<file path="src/rtl/store_buffer_pkg.sv">
// rtl/store_buffer_pkg.sv - shared defaults and address constants for the store buffer
package store_buffer_pkg;

  localparam int SB_DEPTH = 4;
  localparam int SB_AW    = 32;
  localparam int SB_DW    = 32;

  // Byte offset bits below the word address; loads and stores match on the word only.
  localparam int WORD_LSB = 2;

  typedef enum logic [1:0] {
    SB_OP_IDLE = 2'b00,
    SB_OP_ENQ  = 2'b10,
    SB_OP_DEQ  = 2'b01,
    SB_OP_BOTH = 2'b11
  } sb_op_e;

endpackage

</file>
<file path="src/rtl/sb_fwd_match.sv">
// rtl/sb_fwd_match.sv - youngest-first address match over the buffered stores
module sb_fwd_match
  import store_buffer_pkg::*;
#(
  parameter int DEPTH = SB_DEPTH,
  parameter int WAW   = SB_AW - WORD_LSB,
  parameter int DW    = SB_DW
) (
  input  logic [DEPTH-1:0]              valid_i,
  input  logic [DEPTH-1:0][WAW-1:0]     waddr_i,
  input  logic [DEPTH-1:0][DW-1:0]      data_i,
  input  logic [$clog2(DEPTH)-1:0]      wr_ptr_i,
  input  logic [WAW-1:0]                lookup_i,
  output logic                          hit_o,
  output logic [DW-1:0]                 data_o
);

  localparam int PW = $clog2(DEPTH);

  logic [PW-1:0] idx;
  logic          found;

  // Walk entries from the most recently written (wr_ptr-1) backwards; first valid match wins.
  always_comb begin
    found  = 1'b0;
    data_o = '0;
    idx    = '0;
    for (int k = 1; k <= DEPTH; k++) begin
      idx = wr_ptr_i - PW'(k);
      if (!found && valid_i[idx] && (waddr_i[idx] == lookup_i)) begin
        found  = 1'b1;
        data_o = data_i[idx];
      end
    end
    hit_o = found;
  end

endmodule

</file>
<file path="src/rtl/store_buffer.sv">
// rtl/store_buffer.sv - posted-write FIFO between core data port and memory, with load forwarding
module store_buffer
  import store_buffer_pkg::*;
#(
  parameter int DEPTH = SB_DEPTH,
  parameter int AW    = SB_AW,
  parameter int DW    = SB_DW
) (
  input  logic          clk,
  input  logic          reset,
  input  logic          memwrite,
  input  logic [AW-1:0] dataadr,
  input  logic [DW-1:0] writedata,
  output logic          stall,
  output logic          fwd_hit,
  output logic [DW-1:0] fwd_data,
  output logic          mem_valid,
  input  logic          mem_ready,
  output logic [AW-1:0] mem_addr,
  output logic [DW-1:0] mem_wdata,
  output logic          empty
);

  localparam int PW  = $clog2(DEPTH);
  localparam int WAW = AW - WORD_LSB;

  logic [PW-1:0]              wr_ptr_q, wr_ptr_d;
  logic [PW-1:0]              rd_ptr_q, rd_ptr_d;
  logic [PW:0]                count_q, count_d;
  logic [DEPTH-1:0]           valid_q, valid_d;
  logic [DEPTH-1:0][WAW-1:0]  waddr_q;
  logic [DEPTH-1:0][DW-1:0]   data_q;

  logic   full;
  logic   enq;
  logic   deq;
  sb_op_e op;
  logic   unused_byte_offset;

  // Byte offset within the word plays no part in storage or matching.
  assign unused_byte_offset = ^dataadr[WORD_LSB-1:0];

  // A dequeue in the same cycle does not free a slot for a store arriving while full.
  assign full      = (count_q == (PW+1)'(DEPTH));
  assign stall     = memwrite && full;
  assign enq       = memwrite && !full;
  assign mem_valid = (count_q != '0);
  assign deq       = mem_valid && mem_ready;
  assign empty     = !mem_valid;
  assign op        = sb_op_e'({enq, deq});

  assign mem_addr  = {waddr_q[rd_ptr_q], {WORD_LSB{1'b0}}};
  assign mem_wdata = data_q[rd_ptr_q];

  // Pointer, occupancy and valid-bit next state from the enqueue/dequeue pair.
  always_comb begin
    wr_ptr_d = wr_ptr_q;
    rd_ptr_d = rd_ptr_q;
    count_d  = count_q;
    valid_d  = valid_q;
    if (enq) begin
      wr_ptr_d          = wr_ptr_q + 1'b1;
      valid_d[wr_ptr_q] = 1'b1;
    end
    if (deq) begin
      rd_ptr_d          = rd_ptr_q + 1'b1;
      valid_d[rd_ptr_q] = 1'b0;
    end
    case (op)
      SB_OP_ENQ: count_d = count_q + 1'b1;
      SB_OP_DEQ: count_d = count_q - 1'b1;
      default:   count_d = count_q;
    endcase
  end

  // Control state; reset discards every pending store at once.
  always_ff @(posedge clk or posedge reset) begin
    if (reset) begin
      wr_ptr_q <= '0;
      rd_ptr_q <= '0;
      count_q  <= '0;
      valid_q  <= '0;
    end else begin
      wr_ptr_q <= wr_ptr_d;
      rd_ptr_q <= rd_ptr_d;
      count_q  <= count_d;
      valid_q  <= valid_d;
    end
  end

  // Entry payload is only meaningful under its valid bit, so it carries no reset.
  always_ff @(posedge clk) begin
    if (enq) begin
      waddr_q[wr_ptr_q] <= dataadr[AW-1:WORD_LSB];
      data_q[wr_ptr_q]  <= writedata;
    end
  end

  sb_fwd_match #(
    .DEPTH (DEPTH),
    .WAW   (WAW),
    .DW    (DW)
  ) u_fwd_match (
    .valid_i  (valid_q),
    .waddr_i  (waddr_q),
    .data_i   (data_q),
    .wr_ptr_i (wr_ptr_q),
    .lookup_i (dataadr[AW-1:WORD_LSB]),
    .hit_o    (fwd_hit),
    .data_o   (fwd_data)
  );

endmodule

</file>
<file path="config.mk">
export PLATFORM = sky130hd
export DESIGN_NAME = store_buffer
export DESIGN_NICKNAME = d
export VERILOG_FILES = /design/src/rtl/store_buffer_pkg.sv /design/src/rtl/sb_fwd_match.sv /design/src/rtl/store_buffer.sv
export SDC_FILE = /design/constraint.sdc
export NUM_CORES = 1
export LEC_CHECK = 0
export CAP_MARGIN = 5
export CORE_UTILIZATION = 42
export DETAILED_ROUTE_END_ITERATION = 6
export GPL_ROUTABILITY_DRIVEN = 0
export PLACE_DENSITY_LB_ADDON = 0.12
export SLEW_MARGIN = 30
export SYNTH_ARGS = -nofsm -noshare
export SYNTH_HDL_FRONTEND = slang
export SYNTH_SLANG_ARGS = --single-unit
</file>
<file path="constraint.sdc">
create_clock -name clk -period 17.1 [get_ports clk]
set_input_delay 2.565 -clock clk [delete_from_list [all_inputs] [get_ports clk]]
set_output_delay 2.565 -clock clk [all_outputs]
set_load 0.02 [all_outputs]
</file>
==> run summary, run 1 <==
CTS tree - built
Estimated wirelength of the detail-placed design - 33500 µm
Max-capacitance violation count - 0
Cell Area, Synth - 18900 µm²
Antenna viol nets, final - 0
Class of the tightest hold or removal check - reg2reg
Setup repair after global routing missed its margin - false
Wire length of the first global-routing pass - 80800 µm
Top flip-flop cell by instance count after synthesis - sky130_fd_sc_hd__edfxtp_1
Starting DRT DRC Count - 1288
Nets@finish - 1375
Clk sinks - 259
Number of endpoints with negative hold slack in the final report - 0
Maximum ir drop on the vdd rail - 0.000154 V
Number of buffers added on ports - 163
Final setup viols - 0
Critical-path top delay cell - sky130_fd_sc_hd__o21ai_2
Length of the first detailed-routing pass in iterations - 5
DR vias/cell - 6.59
Cell count after placement - 1856
Row cnt - 77
Resized cells post-CTS - 0
Req. time, crit path - 14.53 ns
Biggest area contributors in the synthesized netlist - sky130_fd_sc_hd__edfxtp_1, sky130_fd_sc_hd__mux4_2, sky130_fd_sc_hd__xnor2_1
Post-synthesis cell count - 1199
Clock skew after layout - 0.0115 ns
Number of clock buffers inserted by TritonCTS - 31
Number of hold buffers added after cts - 0
Die outline width - 214 µm
Cell repeated most along the worst path - sky130_fd_sc_hd__clkdlybuf4s50_1
Setup Fix Bufs, Post-CTS - 0
Crit path kind - in2out
Fraction of synthesis flops using an asynchronous set or reset pin - 4.25%
Post-Synthesis Mean Instance Area - 15.8 µm²
Highest cell delay on the worst timing path - 0.93 ns
Count of flip-flops with a built-in enable after synthesis - 248
Depth of the CTS H-tree - 1
Clock-pin slew on the worst setup and hold paths - 0.06 ns
Arr. time, crit path - 7.94 ns
Non-filler instance count after layout - 1914
Post-synthesis cell type with the largest combined area - sky130_fd_sc_hd__edfxtp_1
Buffers & Inverters on Critical Path - 3
Initial cell density of the core - 42.7%
CTS Root Buffer Type - sky130_fd_sc_hd__clkbuf_16
Synthesized flop and latch total - 259
Peak clock frequency supported by timing - 95.2 MHz
Total via count in the routed design - 12600
Area growth from synthesis to layout - 16.2%
Portion of the post-synthesis area used by sequential elements - 40.8%
Die Area - 45900 µm²
Final wirelength - 53700 µm
Die extent in y - 214 µm
DRC violation count after routing - 0
GR Overflow Total - 0
Part of the cycle the worst path needs - 61.4%
Maximum number of pins on one net before global-route repair - 69
Family with the most delay on the worst path - compound AO/OA/AOI/OAI gates
Top fanout value on the critical path - 26
Post-Route Setup TNS - 0 ns
Fraction of final layout cells with drive strength greater than 1 - 31.1%
I/O pins - 168
FILL cells - 3747
CTS max path bufs - 3
Power per cell area - 193 nW/µm²
Slew @ Worst Pin - 1.00 ns
Leak - 7.00 nW
Total power - 4.25 mW
Status - complete, no violations
Portion of synthesized cell area occupied by the leading cell type - 39.3%
Critical path cell sequence - clkdlybuf4s50_1 > inv_1 > a222oi_1 > o21ai_0 > nor4_4 > nand3_2 > o21ai_2 > nor2_1 > a221oi_1 > clkdlybuf4s50_1
Max-Slew Margin vs Limit - 33.3%
Final Max Tran Viols - 0
Final Critical Period - 10.51 ns
Crit. End Element - output pin
Number of warning messages in the yosys log - 0
Global Route Usage Sum - 23.2%
Vias in the first global route - 12500
Post-synth cell types - 63
Antenna violations before repair - 4
Floorplan Core Area - 44300 µm²
Later-pin clock latency in the skew report - 0.60 ns
Mean routed wirelength per cell - 28.0 µm
Critical Path Source Type - input pin
flip-flops by register name, summed over array words and instances, names as in the netlist:
signal    flops
data_q      128
waddr_q     120
valid_q       4
count_q       3
rd_ptr_q      2
wr_ptr_q      2
worst paths after layout:
path,startpoint,endpoint,slack (ns),cells after the start
setup / recovery,dataadr[11],fwd_data[2],6.59,10
hold / removal,count_q[2],count_q[2],0.51,1
setup reg to reg,wr_ptr_q[0],wr_ptr_q[1],14.22,6
hold reg to reg,count_q[2],count_q[2],0.51,1
max in group asynchronous,reset,wr_ptr_q[0],14.51,2
min in group asynchronous,reset,count_q[2],2.26,2
per-layer routing:
| metal | wire [µm] | global-route usage (%) | part of all wire, % | vias up |
|---|---|---|---|---|
| li1 | - | - | - | 5280 |
| met1 | 22700 | 33.3 | 42 | 6701 |
| met2 | 25500 | 36.9 | 48 | 556 |
| met3 | 4250 | 4.06 | 7.9 | 79 |
| met4 | 1190 | 5.79 | 2.2 | 4 |
| met5 | 23 | 0 | 0.043 | - |
power breakdown:
part	total, mW	internal, mW	switching, mW
registers	1.03	0.850	0.183
clock network	0.712	0.438	0.274
logic	2.50	1.28	1.23
total	4.25	2.56	1.69
area by class of cell:
type,instances,area (µm²),share of cell area (%)
clock buffer,35,791,3.59
sequential,259,7740,35.2
antenna,2,5.00,0.0227
multi-input combinational,776,10400,47.4
inverter,44,165,0.751
clock inverter,21,307,1.39
tap,592,741,3.37
timing repair buffer,185,1820,8.29
per-stage QoR:
step,setup slack (ns),utilization (%),hold WS [ns],cell area (µm²)
after floorplan,9.20,-,0.468,18900
after global placement,6.57,47.1,0.496,20900
after detailed placement,6.56,47.2,0.500,20900
after CTS,6.55,49.6,0.513,22000
after global routing,6.25,49.6,0.532,22000
final,6.59,49.6,0.513,22000
cell usage in the layout (no fill, tap or decap), types with 4 or more instances in the layout:
| cell | count |
|---|---|
| sky130_fd_sc_hd__a211oi_1 | 9 |
| sky130_fd_sc_hd__a21oi_1 | 18 |
| sky130_fd_sc_hd__a221oi_1 | 12 |
| sky130_fd_sc_hd__a22o_1 | 26 |
| sky130_fd_sc_hd__a2bb2oi_1 | 5 |
| sky130_fd_sc_hd__and2_4 | 4 |
| sky130_fd_sc_hd__buf_4 | 15 |
| sky130_fd_sc_hd__buf_6 | 7 |
| sky130_fd_sc_hd__bufinv_16 | 7 |
| sky130_fd_sc_hd__clkbuf_1 | 4 |
| sky130_fd_sc_hd__clkbuf_16 | 31 |
| sky130_fd_sc_hd__clkdlybuf4s50_1 | 163 |
| sky130_fd_sc_hd__clkinv_1 | 4 |
| sky130_fd_sc_hd__clkinv_2 | 4 |
| sky130_fd_sc_hd__dfrtp_1 | 7 |
| sky130_fd_sc_hd__dfrtp_4 | 4 |
| sky130_fd_sc_hd__edfxtp_1 | 248 |
| sky130_fd_sc_hd__ha_1 | 8 |
| sky130_fd_sc_hd__inv_1 | 44 |
| sky130_fd_sc_hd__mux2_2 | 10 |
| sky130_fd_sc_hd__mux2i_1 | 57 |
| sky130_fd_sc_hd__mux4_2 | 285 |
| sky130_fd_sc_hd__nand2_1 | 22 |
| sky130_fd_sc_hd__nand2b_1 | 25 |
| sky130_fd_sc_hd__nand4_1 | 15 |
| sky130_fd_sc_hd__nor2_1 | 18 |
| sky130_fd_sc_hd__nor3_1 | 4 |
| sky130_fd_sc_hd__nor4_1 | 10 |
| sky130_fd_sc_hd__nor4_2 | 6 |
| sky130_fd_sc_hd__o21ai_0 | 37 |
| sky130_fd_sc_hd__o21bai_1 | 8 |
| sky130_fd_sc_hd__o221ai_1 | 8 |
| sky130_fd_sc_hd__o221ai_2 | 20 |
| sky130_fd_sc_hd__o22ai_1 | 8 |
| sky130_fd_sc_hd__o2bb2ai_1 | 4 |
| sky130_fd_sc_hd__or4_1 | 4 |
| sky130_fd_sc_hd__xnor2_1 | 78 |
| sky130_fd_sc_hd__xor2_1 | 30 |
worst register-to-register path: cells and delay by family, from the launching register on:
family	cells	cell delay, ns
compound gates	1	0.11
fa+ha+maj	1	0.59
buf+inv	3	1.16
flops	1	0.85
simple gates	1	0.09
Yosys cell counts, drive strengths merged, types with 5 or more instances:
master and n:
a211oi 9, a21oi 18, a221oi 12, a22o 26, a2bb2oi 5, and2 5
buf 79, clkbuf 42, dfrtp 11, edfxtp 248, ha 9, inv 44
mux2 10, mux2i 57, mux4 285, nand2 23, nand2b 25, nand4 15
nor2 18, nor4 17, o21ai 38, o21bai 8, o221ai 28, o22ai 8
xnor2 78, xor2 30
cell families (layout without fill, tap and decap cells):
logic type | Yosys count | after routing | synth area share, %
compound gates | 178 | 178 | 7.70
xor+xnor | 108 | 108 | 5.00
fa+ha+maj | 10 | 10 | 0.701
buf+inv | 165 | 285 | 4.29
flops | 259 | 259 | 40.8
mux | 352 | 352 | 37.5
other cells | 1 | 4 | 0.0198
simple gates | 126 | 126 | 3.98
Power figures use the tool's default switching activity.
==> inputs of run 2 (changes only) <==
==> constraint.sdc (replaced) <==
create_clock -name clk -period 8.5 [get_ports clk]
set_input_delay 1.275 -clock clk [delete_from_list [all_inputs] [get_ports clk]]
set_output_delay 1.275 -clock clk [all_outputs]
set_load 0.02 [all_outputs]
==> run 2 against run 1 <==
Effect of this change:
- sequential share of layout area hardly changed
- non-clock buffer count is 9 higher
- die area stayed put
- largest cell class unchanged
- highest routed layer unchanged
==> run summary, run 2 (same netlist as run 1, synthesis figures left out) <==
Status - complete, no violations
Number of clock buffers inserted by TritonCTS - 30 (-3.2%)
FILL cells - 3764 (+0.45%)
Power per cell area - 386 nW/µm² (+100%)
Clk sinks - 259 (unchanged)
Commonest cells after routing, fill and taps aside - sky130_fd_sc_hd__mux4_2, sky130_fd_sc_hd__edfxtp_1, sky130_fd_sc_hd__clkdlybuf4s50_1
Crit. End Element - output pin
DRC violation count after routing - 0 (unchanged)
GR Overflow Total - 0 (unchanged)
Nets@finish - 1383 (+0.58%)
Number of endpoints with negative hold slack in the final report - 0 (unchanged)
Antenna violations before repair - 4 (unchanged)
Setup repair after global routing missed its margin - false
Total area of multi-input combinational cells - 10400 µm² (about the same)
Slew @ Worst Pin - 0.909 ns (-0.0909 ns)
Setup Fix Bufs, Post-CTS - 0 (unchanged)
Share of total power in the clock network - 15.8% (-0.9 points)
Total power - 8.50 mW (+100%)
DR vias/cell - 6.53 (-1.0%)
Instance count along the most critical hold path - 1 (unchanged)
Final non-filler cell area - 22000 µm² (about the same)
I/O pins - 168 (unchanged)
Clock-pin slew on the worst setup and hold paths - 0.06 ns (about the same)
Die Area - 45900 µm² (unchanged)
Estimated wirelength of the detail-placed design - 34100 µm (+1.7%)
DR WL met3 - 3780 µm (-11%)
Fraction of final layout cells with drive strength greater than 1 - 31.4% (+0.34 points)
Arr. time, crit path - 6.28 ns (-1.66 ns)
Wire length of the first global-routing pass - 81300 µm (+0.73%)
CTS Root Buffer Type - sky130_fd_sc_hd__clkbuf_16
Clock skew after layout - 0.00995 ns (-0.00153 ns)
Area taken by flip-flops and latches - 7740 µm² (unchanged)
Max-capacitance violation count - 0 (unchanged)
Sw power - 3.38 mW (+100%)
Flip-flop count of the largest register, all copies and words added - 128 (unchanged)
Depth of the CTS H-tree - 1 (unchanged)
Class of the tightest hold or removal check - reg2reg
Row cnt - 77 (unchanged)
Resized cells post-CTS - 0 (unchanged)
Crit path kind - reg2out
Leak - 7.02 nW (+0.33%)
WL met1 - 23400 µm (+3.4%)
Maximum number of pins on one net before global-route repair - 132 (+91%)
Maximum ir drop on the vdd rail - 0.000313 V (+100%)
Total via count in the routed design - 12500 (-0.71%)
Diode count - 0 (-2)
Area growth from synthesis to layout - 16.3% (about the same)
Final Max Tran Viols - 0 (unchanged)
Non-filler instance count after layout - 1920 (+0.31%)
CTS max path bufs - 3 (unchanged)
Internal - 5.12 mW (+100%)
Starting DRT DRC Count - 1328 (+3.1%)
Part of the cycle the worst path needs - 88.9%
Worst R2R Path Depth - 4 (-2)
Die extent in y - 214 µm (unchanged)
Final wirelength - 53600 µm (-0.11%)
WL met2 - 25300 µm (-0.79%)
Req. time, crit path - 7.22 ns (-7.31 ns)
Instance area at placement - 21000 µm² (+0.31%)
Top sig layer - met5
Post-Route Setup TNS - 0 ns (unchanged)
Biggest register - data_q
Critical Path Source Type - flip-flop
Length of the first detailed-routing pass in iterations - 6 (+1)
Largest registers - data_q: 128 flops, waddr_q: 120 flops, valid_q: 4 flops
Antenna viol nets, final - 0 (unchanged)
Later-pin clock latency in the skew report - 0.58 ns (-0.02 ns)
Vias in the first global route - 12500 (-0.32%)
Cell count after placement - 1864 (+0.43%)
Peak clock frequency supported by timing - 132 MHz
Final Critical Period - 7.56 ns
Utilization after layout - 49.7% (about the same)
Sequential Power Share - 23.8% (-0.5 points)
Sw frac - 39.7% (+0.056 points)
Top fanout value on the critical path - 42 (+62%)
CTS tree - built
Floorplan Core Area - 44300 µm² (unchanged)
Die outline width - 214 µm (unchanged)
Global Route Usage Sum - 23.4% (+0.16 points)
Number of buffers added on ports - 163 (unchanged)
Initial cell density of the core - 42.7% (unchanged)
Mean routed wirelength per cell - 27.9 µm (-0.42%)
Max-Slew Margin vs Limit - 39.4% (+6.1 points)
Final setup viols - 0 (unchanged)
Most common library cell in the layout ignoring fill and taps - sky130_fd_sc_hd__mux4_2
Number of hold buffers added after cts - 0 (unchanged)
Combinational cell fraction of total power - 60.4% (+1.5 points)
[run 2: cell count changes in the layout (fill, tap and decap cells not counted), sizes merged]
cell	before	now
inv	46	45
clkinv	10	6
bufinv	7	4
diode	2	0
buf	22	31
clkbuf	35	42
[run 2: layout make-up]
class / instances / share of cell area [%]
Timing Repair Buffer: 194 / 8.69
Tap cell: 592 / 3.36
Clock inverter: 13 / 0.847
Inverter: 44 / 0.750
Multi-Input combinational cell: 776 / 47.4
Sequential cell: 259 / 35.1
Clock buffer: 42 / 3.84
[run 2: power groups by stage]
stage | Combinational, mW | Sequential, mW | Clock [mW]
2_1_floorplan | 3.90 | 1.89 | 0
3_5_place_dp | 5.09 | 2.08 | 0
6_report | 5.13 | 2.02 | 1.35
4_1_cts | 5.12 | 2.06 | 1.37
3_3_place_gp | 5.09 | 2.06 | 0
5_1_grt | 5.46 | 2.06 | 1.42
[run 2: worst paths after layout]
path                               endpoint        start  slack, ns
worst max register to register  data_q[121]  wr_ptr_q[0]       5.52
max in group asynchronous       rd_ptr_q[0]        reset       7.17
worst max-delay path            fwd_data[2]  wr_ptr_q[1]       0.94
worst min-delay path             count_q[2]   count_q[2]       0.51
min in group asynchronous        count_q[2]        reset       0.99
worst min register to register   count_q[2]   count_q[2]       0.51
[run 2: stage by stage]
step / hold slack (ns) / setup WS (ns)
2_1_floorplan: 0.468 / 2.05
3_3_place_gp: 0.487 / 1.52
3_5_place_dp: 0.503 / 1.46
4_1_cts: 0.513 / 0.871
5_1_grt: 0.535 / 0.691
6_report: 0.506 / 0.940
[run 2: per-layer routing]
layer | vias up | GRT usage, %
met5 | - | 0
met3 | 75 | 4.67
met4 | 8 | 5.21
met2 | 502 | 36.1
li1 | 5298 | -
met1 | 6647 | 34.3
[run 2: worst max-delay path, stage by stage (launching register included)]
cell                              delay (ns)
sky130_fd_sc_hd__dfrtp_4                0.57
sky130_fd_sc_hd__buf_4                  0.54
sky130_fd_sc_hd__buf_4                  0.70
sky130_fd_sc_hd__mux4_2                 0.60
sky130_fd_sc_hd__xnor2_1                0.34
sky130_fd_sc_hd__nand4_1                0.16
sky130_fd_sc_hd__nor4_1                 0.54
sky130_fd_sc_hd__nand4_1                0.47
sky130_fd_sc_hd__a21oi_1                0.86
sky130_fd_sc_hd__a221oi_1               0.27
sky130_fd_sc_hd__clkdlybuf4s50_1        0.61
